--- src/rtl/mem_access_ctrl.sv ---
// Memory-stage access initiator: runs one pipeline load/store as little-endian
// byte beats on a byte-wide memory port, stalling the pipeline meanwhile.
module mem_access_ctrl #(
    parameter int unsigned MEM_BYTES = 14
) (
    input  logic        clk,
    input  logic        reset,
    input  logic        memRead,
    input  logic        memWrite,
    input  logic        word,
    input  logic [31:0] address,
    input  logic [31:0] write_data,
    output logic        stall,
    output logic        done,
    output logic        fault,
    output logic [31:0] read_data,
    output logic [31:0] m_address,
    output logic [7:0]  m_write_data,
    output logic        m_memRead,
    output logic        m_memWrite,
    input  logic [7:0]  m_read_data
);

    typedef enum logic [1:0] {
        IDLE = 2'd0,
        BEAT = 2'd1,
        DONE = 2'd2
    } state_e;

    state_e      state_q, state_d;
    logic        op_write_q, op_write_d;
    logic        word_q, word_d;
    logic [31:0] addr_q, addr_d;
    logic [31:0] wdata_q, wdata_d;
    logic        fault_q, fault_d;
    logic [1:0]  k_q, k_d;
    logic [31:0] shadow_q, shadow_d;
    logic [31:0] read_data_q, read_data_d;

    logic        req;
    logic [32:0] end_addr;
    logic        last_beat;
    logic        in_beat;

    assign req       = memRead | memWrite;
    // One bit wider than the address so an access near 2^32 cannot wrap into range.
    assign end_addr  = {1'b0, address} + (word ? 33'd4 : 33'd1);
    assign last_beat = word_q ? (k_q == 2'd3) : 1'b1;
    assign in_beat   = (state_q == BEAT);

    // NOTE: every _d starts as its _q so no path through the case leaves a
    // variable unassigned, which would otherwise infer a latch.
    always_comb begin
        state_d     = state_q;
        op_write_d  = op_write_q;
        word_d      = word_q;
        addr_d      = addr_q;
        wdata_d     = wdata_q;
        fault_d     = fault_q;
        k_d         = k_q;
        shadow_d    = shadow_q;
        read_data_d = read_data_q;

        case (state_q)
            IDLE: begin
                if (req) begin
                    op_write_d = memWrite;
                    word_d     = word;
                    addr_d     = address;
                    wdata_d    = write_data;
                    shadow_d   = 32'h0;
                    k_d        = 2'd0;
                    if (end_addr > 33'(MEM_BYTES)) begin
                        fault_d = 1'b1;
                        state_d = DONE;
                    end else begin
                        fault_d = 1'b0;
                        state_d = BEAT;
                    end
                end
            end
            BEAT: begin
                if (!op_write_q) begin
                    shadow_d[{k_q, 3'b000} +: 8] = m_read_data;
                end
                if (last_beat) begin
                    state_d = DONE;
                end else begin
                    k_d = k_q + 2'd1;
                end
            end
            DONE: begin
                if (!fault_q && !op_write_q) begin
                    read_data_d = word_q ? shadow_q : {24'h0, shadow_q[7:0]};
                end
                state_d = IDLE;
            end
            default: state_d = IDLE;
        endcase
    end

    // NOTE: sequential state uses non-blocking assignments so every flop
    // samples its _d from before the edge, independent of statement order.
    always_ff @(posedge clk) begin
        if (reset) begin
            state_q     <= IDLE;
            op_write_q  <= 1'b0;
            word_q      <= 1'b0;
            addr_q      <= 32'h0;
            wdata_q     <= 32'h0;
            fault_q     <= 1'b0;
            k_q         <= 2'd0;
            shadow_q    <= 32'h0;
            read_data_q <= 32'h0;
        end else begin
            state_q     <= state_d;
            op_write_q  <= op_write_d;
            word_q      <= word_d;
            addr_q      <= addr_d;
            wdata_q     <= wdata_d;
            fault_q     <= fault_d;
            k_q         <= k_d;
            shadow_q    <= shadow_d;
            read_data_q <= read_data_d;
        end
    end

    // Memory-port outputs depend only on registered state, never on the pipeline.
    assign m_address    = in_beat ? (addr_q + {30'd0, k_q}) : 32'h0;
    assign m_memWrite   = in_beat && op_write_q;
    assign m_memRead    = in_beat && !op_write_q;
    assign m_write_data = m_memWrite ? wdata_q[{k_q, 3'b000} +: 8] : 8'h0;

    assign stall     = !reset && (((state_q == IDLE) && req) || in_beat);
    assign done      = (state_q == DONE);
    assign fault     = done && fault_q;
    assign read_data = read_data_q;

endmodule

--- config.mk ---
export PLATFORM = sky130hd
export DESIGN_NAME = mem_access_ctrl
export DESIGN_NICKNAME = d
export VERILOG_FILES = /design/src/rtl/mem_access_ctrl.sv
export SDC_FILE = /design/constraint.sdc
export NUM_CORES = 1
export LEC_CHECK = 0
export CAP_MARGIN = 10
export CELL_PAD_IN_SITES_DETAIL_PLACEMENT = 0
export CELL_PAD_IN_SITES_GLOBAL_PLACEMENT = 1
export CORE_MARGIN = 2
export CORE_UTILIZATION = 33
export DETAILED_ROUTE_END_ITERATION = 16
export PLACE_DENSITY_LB_ADDON = 0.25
export SYNTH_ARGS = -nofsm -noshare
export SYNTH_HDL_FRONTEND = slang
export SYNTH_SLANG_ARGS = --single-unit
--- constraint.sdc ---
create_clock -name clk -period 2.7 [get_ports clk]
set_clock_uncertainty 0.1 [all_clocks]
set_input_delay 0.54 -clock clk [delete_from_list [all_inputs] [get_ports clk]]
set_output_delay 0.54 -clock clk [all_outputs]
set_load 0.02 [all_outputs]
==> reports/metrics.cfg, run 1 <==
[critical_path]
timing.critical_path.mode_cell = sky130_fd_sc_hd__or3_4
worstReg2RegStart = k_q[0]
worst_setup_start_kind = register
ff2ff_path_depth = 7
crit_path_top_delay_cell = sky130_fd_sc_hd__or3_4
setup.reg_to_reg.worst_slack_ns = 0.60
critPathRequiredTime_ns = 2.06
critical_path_class = reg -> out
critical_path_depth = 8
critPathLaunch = addr_q[0]
worst_r2r_endpoint = shadow_q[23]
critPathTopFamily = simple AND/OR/NAND/NOR gates
cp_slowest_stage_delay_ns = 0.40
critical_path_buf_inv_count = 1
critical_path.cell_chain = ha_4 -> fa_2 -> and4_4 -> nand4_4 -> or3_4 -> or3_4 -> a21oi_4 -> buf_6
crit_path_end_kind = output port
critical_path_arrival_ns = 2.48
crit_end = m_address[24]
crit_fanout = 4

[drt]
remaining_drc_errors = 0
routed_wl_um = 20950
drt-pass1-iter-count = 4
drt_first_iter_violations = 318
num_vias = 6780
detail-route-antenna-nets = 0
via_per_inst = 4.927
post_drt_wl_per_cell_um = 15.22

[placed_design]
dp_cells = 1333
port-buffer-count = 153
routabilityCongestion = 0.8214
dpl_worst_slack_ns = -0.6041
dp_hpwl_um = 14660

[power_and_ir_drop]
power.density_mw_per_mm2 = 500.2
power_mw = 5.006
netSwitchingFraction_pct = 27.87
power_switching_mw = 1.395
power.share.sequential_pct = 42.3
comb_power_share_pct = 13.2
vdd.ir_drop.worst_v = 0.0004177
internal-power_mw = 3.611
power_leakage_nw = 3.859
share_clk_of_total_power_pct = 44.5

[logic_synthesis]
syn-mean-instance-area_um2 = 7.664
synth-warning-count = 0
netlist-cell-type-count = 50
synthesis.area_mm2 = 0.006621
synthArstFlopShare_pct = 0
synth_enable_flop_cells = 0
synthCells = 864
synth_flop_cell = sky130_fd_sc_hd__dfxtp_1
ys_seq_elements = 135
synth_seq_area_share_pct = 40.82
synthesis.nets = 952

[clock_tree]
cts.reportedPaths.clkPinSlew_ns = 0.06
clock_sinks = 135
ctsLongestPathBuffers = 2
cts_tree = yes
htree_num_levels = 4
clock_insertion_delay_worst_skew_ns = 0.42
cts.root.buffer_cell = sky130_fd_sc_hd__clkbuf_16
cts_bufs_inserted = 17

[timing]
final_max_slew_viol_count = 0
setup_viol_count_final = 31
maximum_operating_frequency_mhz = 320.1
rsz0062_at_grt = true
worst-slew-pin-transition_ns = 0.7654
timing.final.crit_period_ns = 3.124
post-route-period-util_pct = 115.7
final_hold_fails = 0
fin_setup_tns_ns = -6.821
worst_case_headroom_to_the_max_slew_limit_pct = 48.97
finalWorstSetupSlack_ns = -0.4236

[die]
start_util_pct = 33.80
fp.dieW_um = 145.7
die_h_um = 145.7
coreArea_mm2 = 0.01959
num_rows = 51
i_o_pins = 154
area_enclosed_by_the_die_boundary_mm2 = 0.02121

[cells_and_area]
final_util_pct = 51.08
layout-drive-gt1-share_pct = 22.14
post_layout_nonfiller_instances = 1376
antennaDiodeCount = 0
most_used_cells_in_the_layout_excluding_fill_and_tap_cells = sky130_fd_sc_hd__nand2_1, sky130_fd_sc_hd__dfxtp_1, sky130_fd_sc_hd__buf_4
flow.area_growth_from_synthesis_pct = 51.13
finalNetCount = 1186
final_common_cell = sky130_fd_sc_hd__nand2_1

[min_path]
hold_class = in -> reg
hold_path_startpoint = reset

[global_route]
grt_overflow = 0
gr-usage-all-layers_pct = 19.09
grt_pass1_vias = 6365
wire_length_of_the_first_global_routing_pass_um = 32730
maximum_number_of_pins_on_one_net_before_global_route_repair = 69
grt_antenna_before_repair = 1

[status]
outcome = complete, but fails checks
violations = negative setup slack

[flow_run]
drv_cap = 0

-- worst min path at each step --
stage	depth (start not counted)	end	slack, ns
floorplan	2	read_data[0]	0.33
global placement	2	wdata_q[19]	0.34
detailed placement	2	shadow_q[3]	0.34
CTS	4	state_q[1]	0.28
global route	4	state_q[1]	0.29
finish	4	state_q[1]	0.29
-- tightest hold or removal path, cell delays in order --
cell	delay, ns
sky130_fd_sc_hd__buf_4	0.08
sky130_fd_sc_hd__nor3_1	0.05
sky130_fd_sc_hd__nand2_1	0.06
sky130_fd_sc_hd__a21oi_1	0.03
-- sequential cells by signal, summed over array words and instances (netlist names) --
name,flops
op_write_q,1
read_data,32
shadow_q,32
addr_q,32
fault_q,1
word_q,1
k_q,2
wdata_q,32
state_q,2
-- area by class of cell --
type	instances	area, um2
Fill cell	1962	9583
Multi-Input combinational cell	662	3949
Sequential cell	135	2713
Timing Repair Buffer	270	2397
Clock buffer	18	439.2
Tap cell	265	331.6
Clock inverter	14	132.6
Inverter	12	45.04
-- routing by layer --
metal  up-vias  wire length, um  share of wire [%]  track usage (%)
met4         2              176               0.84            4.167
met5         -               12              0.057                0
li1       3459                -                  -                -
met3        16             1109                5.3            6.207
met1      3180             9864                 47            25.20
met2       123             9786                 47            30.57
-- cells in the mapped netlist (9+ instances only) --
cell                       count  share of area [%]
sky130_fd_sc_hd__nand4_1      14                1.3
sky130_fd_sc_hd__ha_1         10                1.9
sky130_fd_sc_hd__inv_1        12               0.68
sky130_fd_sc_hd__nor3_1       12               0.91
sky130_fd_sc_hd__dfxtp_1     135                 41
sky130_fd_sc_hd__xor2_1       19                2.5
sky130_fd_sc_hd__nand3_1      54                4.1
sky130_fd_sc_hd__a31oi_1       9               0.85
sky130_fd_sc_hd__clkbuf_1     44                2.5
sky130_fd_sc_hd__o21ai_1       9               0.68
sky130_fd_sc_hd__nand2_1     209                 12
sky130_fd_sc_hd__a21oi_1     127                9.6
sky130_fd_sc_hd__nor2_1       65                3.7
sky130_fd_sc_hd__xnor2_1      19                2.5
sky130_fd_sc_hd__a22oi_1      18                2.0
sky130_fd_sc_hd__and3_1       20                1.9
-- per-stage QoR --
stage / hold slack [ns] / instance area (um2)
4_1_cts: 0.2778 / 9771
3_5_place_dp: 0.3446 / 9139
5_1_grt: 0.2869 / 10010
3_3_place_gp: 0.3383 / 9139
2_1_floorplan: 0.3321 / 6665
6_report: 0.2913 / 10010
-- logic make-up after synthesis --
kind of cell             after synthesis  share of synthesized area (%)
XOR/XNOR                              38                          5.026
AND/OR/NAND/NOR                      418                          29.23
flip-flops                           135                          40.82
AO/OA/AOI/OAI                        185                          15.78
multiplexers                          10                          3.023
buffers and inverters                 67                          3.930
adder cells (fa/ha/maj)               11                          2.192
-- what timing repair did --
action                     in CTS  in global routing
hold buffers                    0                  0
resized for setup             128                 85
pin swaps                      20                 16
buffers inserted                1                 10
gates cloned                    0                  1
setup endpoints to repair      41                 42
-- power groups by stage --
stage,logic (mW),clock network (mW),registers [mW]
global route,0.724,2.36,2.13
global placement,0.643,0,2.16
finish,0.659,2.23,2.12
CTS,0.647,2.29,2.12
detailed placement,0.645,0,2.16
floorplan,0.307,0,2.15
No activity file was read; power rests on OpenSTA's default activity.
==> inputs of run 2 (changes only) <==
--- a/config.mk
+++ b/config.mk
@@ -8,9 +8,9 @@
 export CAP_MARGIN = 10
 export CELL_PAD_IN_SITES_DETAIL_PLACEMENT = 0
 export CELL_PAD_IN_SITES_GLOBAL_PLACEMENT = 1
-export CORE_MARGIN = 2
 export CORE_UTILIZATION = 33
 export DETAILED_ROUTE_END_ITERATION = 16
+export MAX_ROUTING_LAYER = met4
 export PLACE_DENSITY_LB_ADDON = 0.25
 export SYNTH_ARGS = -nofsm -noshare
 export SYNTH_HDL_FRONTEND = slang
==> run 2 against run 1 <==
The flow still finishes with violations (negative setup slack). Register-to-register slack lost 0.03 ns. Sequential power is essentially flat. Global-route usage grew 2.3 points. First-iteration DRC count shrank 3.5%. Critical path depth is the same. Worst hold slack gained 0.057 ns. Clock-buffer cell count is the same. Die area shrank 2.7%. Cell area grew 0.35%. Critical path type unchanged.
==> reports/metrics.cfg, run 2 (synthesis gave the netlist of run 1 again) <==
[clock_tree]
clock_sinks = 135  ; unchanged
cts_bufs_inserted = 17  ; unchanged
ctsLongestPathBuffers = 2  ; unchanged
clock_insertion_delay_worst_skew_ns = 0.42  ; about the same
cts_tree = yes
cts.reportedPaths.clkPinSlew_ns = 0.06  ; about the same
htree_num_levels = 4  ; unchanged
cts_hold_buffers = 0  ; unchanged
cts.root.buffer_cell = sky130_fd_sc_hd__clkbuf_16

[drt]
drt-pass1-iter-count = 5  ; +1
num_vias = 6746  ; -0.50%
via_per_inst = 4.920  ; -0.14%
drt_first_iter_violations = 307  ; -3.5%
post_drt_wl_per_cell_um = 15.13  ; -0.63%
routed_wl_um = 20740  ; -0.99%
detail-route-antenna-nets = 0  ; unchanged
remaining_drc_errors = 0  ; unchanged

[cells_and_area]
most_used_cells_in_the_layout_excluding_fill_and_tap_cells = sky130_fd_sc_hd__nand2_1, sky130_fd_sc_hd__dfxtp_1, sky130_fd_sc_hd__a21oi_1
finalInstanceArea_mm2 = 0.01004  ; +0.35%
finalNetCount = 1179  ; -0.59%
filler_cells_inserted = 1945  ; -0.87%
layout-drive-gt1-share_pct = 22.46  ; +0.32 points
final_common_cell = sky130_fd_sc_hd__nand2_1
flow.area_growth_from_synthesis_pct = 51.66

[status]
outcome = complete, but fails checks
violations = negative setup slack

[timing]
setup_viol_count_final = 27  ; -13%
post-route-period-util_pct = 114.4  ; -1.3 points
final_max_slew_viol_count = 0  ; unchanged
maximum_operating_frequency_mhz = 323.9  ; +1.2%
worst-slew-pin-transition_ns = 1.076  ; +0.3104 ns
timing.final.crit_period_ns = 3.088  ; -0.03607 ns
worst_case_headroom_to_the_max_slew_limit_pct = 28.28  ; -21 points
fin_setup_tns_ns = -6.149  ; +0.6718 ns
final_hold_fails = 0  ; unchanged
finalWorstSetupSlack_ns = -0.3875  ; +0.03607 ns
rsz0062_at_grt = true

[die]
area_enclosed_by_the_die_boundary_mm2 = 0.02064  ; -2.7%
coreArea_mm2 = 0.01959  ; unchanged
fp.dieW_um = 143.7  ; -1.4%
num_rows = 51  ; unchanged
start_util_pct = 33.80  ; unchanged
die_h_um = 143.7  ; -1.4%
i_o_pins = 154  ; unchanged

[power_and_ir_drop]
share_clk_of_total_power_pct = 45.8  ; +1.3 points
vdd.ir_drop.worst_v = 0.0004031  ; -3.5%
power_switching_mw = 1.348  ; -3.4%
power.share.sequential_pct = 41.3  ; -1.0 points
comb_power_share_pct = 13.0  ; -0.2 points
power.density_mw_per_mm2 = 510.4  ; +2.0%
power_leakage_nw = 3.806  ; -1.4%
netSwitchingFraction_pct = 26.30  ; -1.6 points
internal-power_mw = 3.778  ; +4.6%

[critical_path]
critical_path.cell_chain = ha_4 -> fa_2 -> and4_4 -> nand4_4 -> or3_4 -> or3_4 -> a21oi_4 -> buf_6
timing.critical_path.mode_cell = sky130_fd_sc_hd__or3_4
critPathTopFamily = simple AND/OR/NAND/NOR gates
crit_fanout = 4  ; unchanged
critical_path_arrival_ns = 2.45  ; -0.03 ns
cp_slowest_stage_delay_ns = 0.39  ; about the same
worst_setup_start_kind = register
critPathRequiredTime_ns = 2.06  ; about the same
crit_path_end_kind = output port
critical_path_buf_inv_count = 1  ; unchanged
crit_path_top_delay_cell = sky130_fd_sc_hd__or3_4
critical_path_class = reg -> out

[global_route]
gr-usage-all-layers_pct = 21.38  ; +2.3 points
wire_length_of_the_first_global_routing_pass_um = 33180  ; +1.4%
grt_antenna_before_repair = 2  ; +1
maximum_number_of_pins_on_one_net_before_global_route_repair = 135  ; +96%
grt_overflow = 0  ; unchanged
grt_pass1_vias = 6318  ; -0.74%

[placed_design]
dpl_worst_slack_ns = -0.5582  ; +0.04584 ns
routabilityCongestion = 0.8412  ; +2.4%
port-buffer-count = 153  ; unchanged
postPlaceCellArea_mm2 = 0.009156  ; +0.19%
dp_hpwl_um = 14510  ; -1.0%

[flow_run]
drv_cap = 0  ; unchanged

[min_path]
hold_class = reg -> reg

## run 2: cell types whose count changed in the layout (fill, tap and decap cells not counted), sizes merged
| cell | before | now |
|---|---|---|
| inv | 21 | 17 |
| bufinv | 0 | 2 |
| dlymetal6s2s | 4 | 3 |
| buf | 146 | 138 |
| clkdlybuf4s15 | 0 | 2 |
| clkdlybuf4s50 | 116 | 117 |
| clkinv | 4 | 6 |
| diode | 0 | 2 |
| dlygate4sd2 | 3 | 2 |
## run 2: final timing paths
kind	start	end	slack [ns]	depth (start not counted)
worst min register to register	shadow_q[7]	read_data[7]	0.35	2
worst max-delay path	k_q[0]	m_address[24]	-0.39	8
worst max register to register	k_q[0]	shadow_q[23]	0.57	7
worst min-delay path	shadow_q[7]	read_data[7]	0.35	2
## run 2: worst min-delay path, delay by kind of cell, from the launching register on
kind / cells / cell delay (ns)
DFF: 1 / 0.31
AOI/OAI and AO/OA: 1 / 0.05
and+or+nand+nor: 1 / 0.05
## run 2: through the flow
step / utilization [%] / std cells / power, mW / hold WS, ns
3_5_place_dp: 46.74 / 1332 / 2.809 / 0.3442
5_1_grt: 51.26 / 1371 / 5.366 / 0.3611
2_1_floorplan: - / 864 / 2.459 / 0.3321
4_1_cts: 50.09 / 1365 / 5.181 / 0.3265
6_report: 51.26 / 1371 / 5.126 / 0.3479
3_3_place_gp: 46.74 / 1332 / 2.803 / 0.3404
## run 2: area by class of cell
cell class | count | area, um2 | share of cell area (%)
multi-input cells | 662 | 3979 | 39.62
flip-flops and latches | 135 | 2711 | 27.00
repair buffers | 263 | 2369 | 23.59
clock buffers | 18 | 439.2 | 4.373
well taps | 265 | 331.6 | 3.302
clock inverters | 14 | 162.7 | 1.620
inverters | 12 | 45.04 | 0.4485
diodes | 2 | 5.005 | 0.04984
## run 2: power by group through the flow
stage	logic (mW)	clock network (mW)	registers, mW
after floorplan	0.307	0	2.15
after global placement	0.647	0	2.16
after detailed placement	0.650	0	2.16
after CTS	0.654	2.41	2.12
after global routing	0.731	2.51	2.13
final	0.664	2.35	2.12
## run 2: timing repair
action | 4_1_cts | 5_1_grt
endpoints found under the hold margin | 0 | 0
pin swaps | 19 | 22
setup buffers | 1 | 4
setup endpoints to repair | 42 | 42
resized for setup | 133 | 83
## run 2: per-layer routing
metal | wire length, um | vias up | GRT usage (%)
met5 | 0 | - | -
met4 | 246 | 0 | 6.719
met3 | 1077 | 16 | 5.998
met2 | 9813 | 161 | 32.12
met1 | 9603 | 3118 | 27.65
li1 | - | 3451 | -
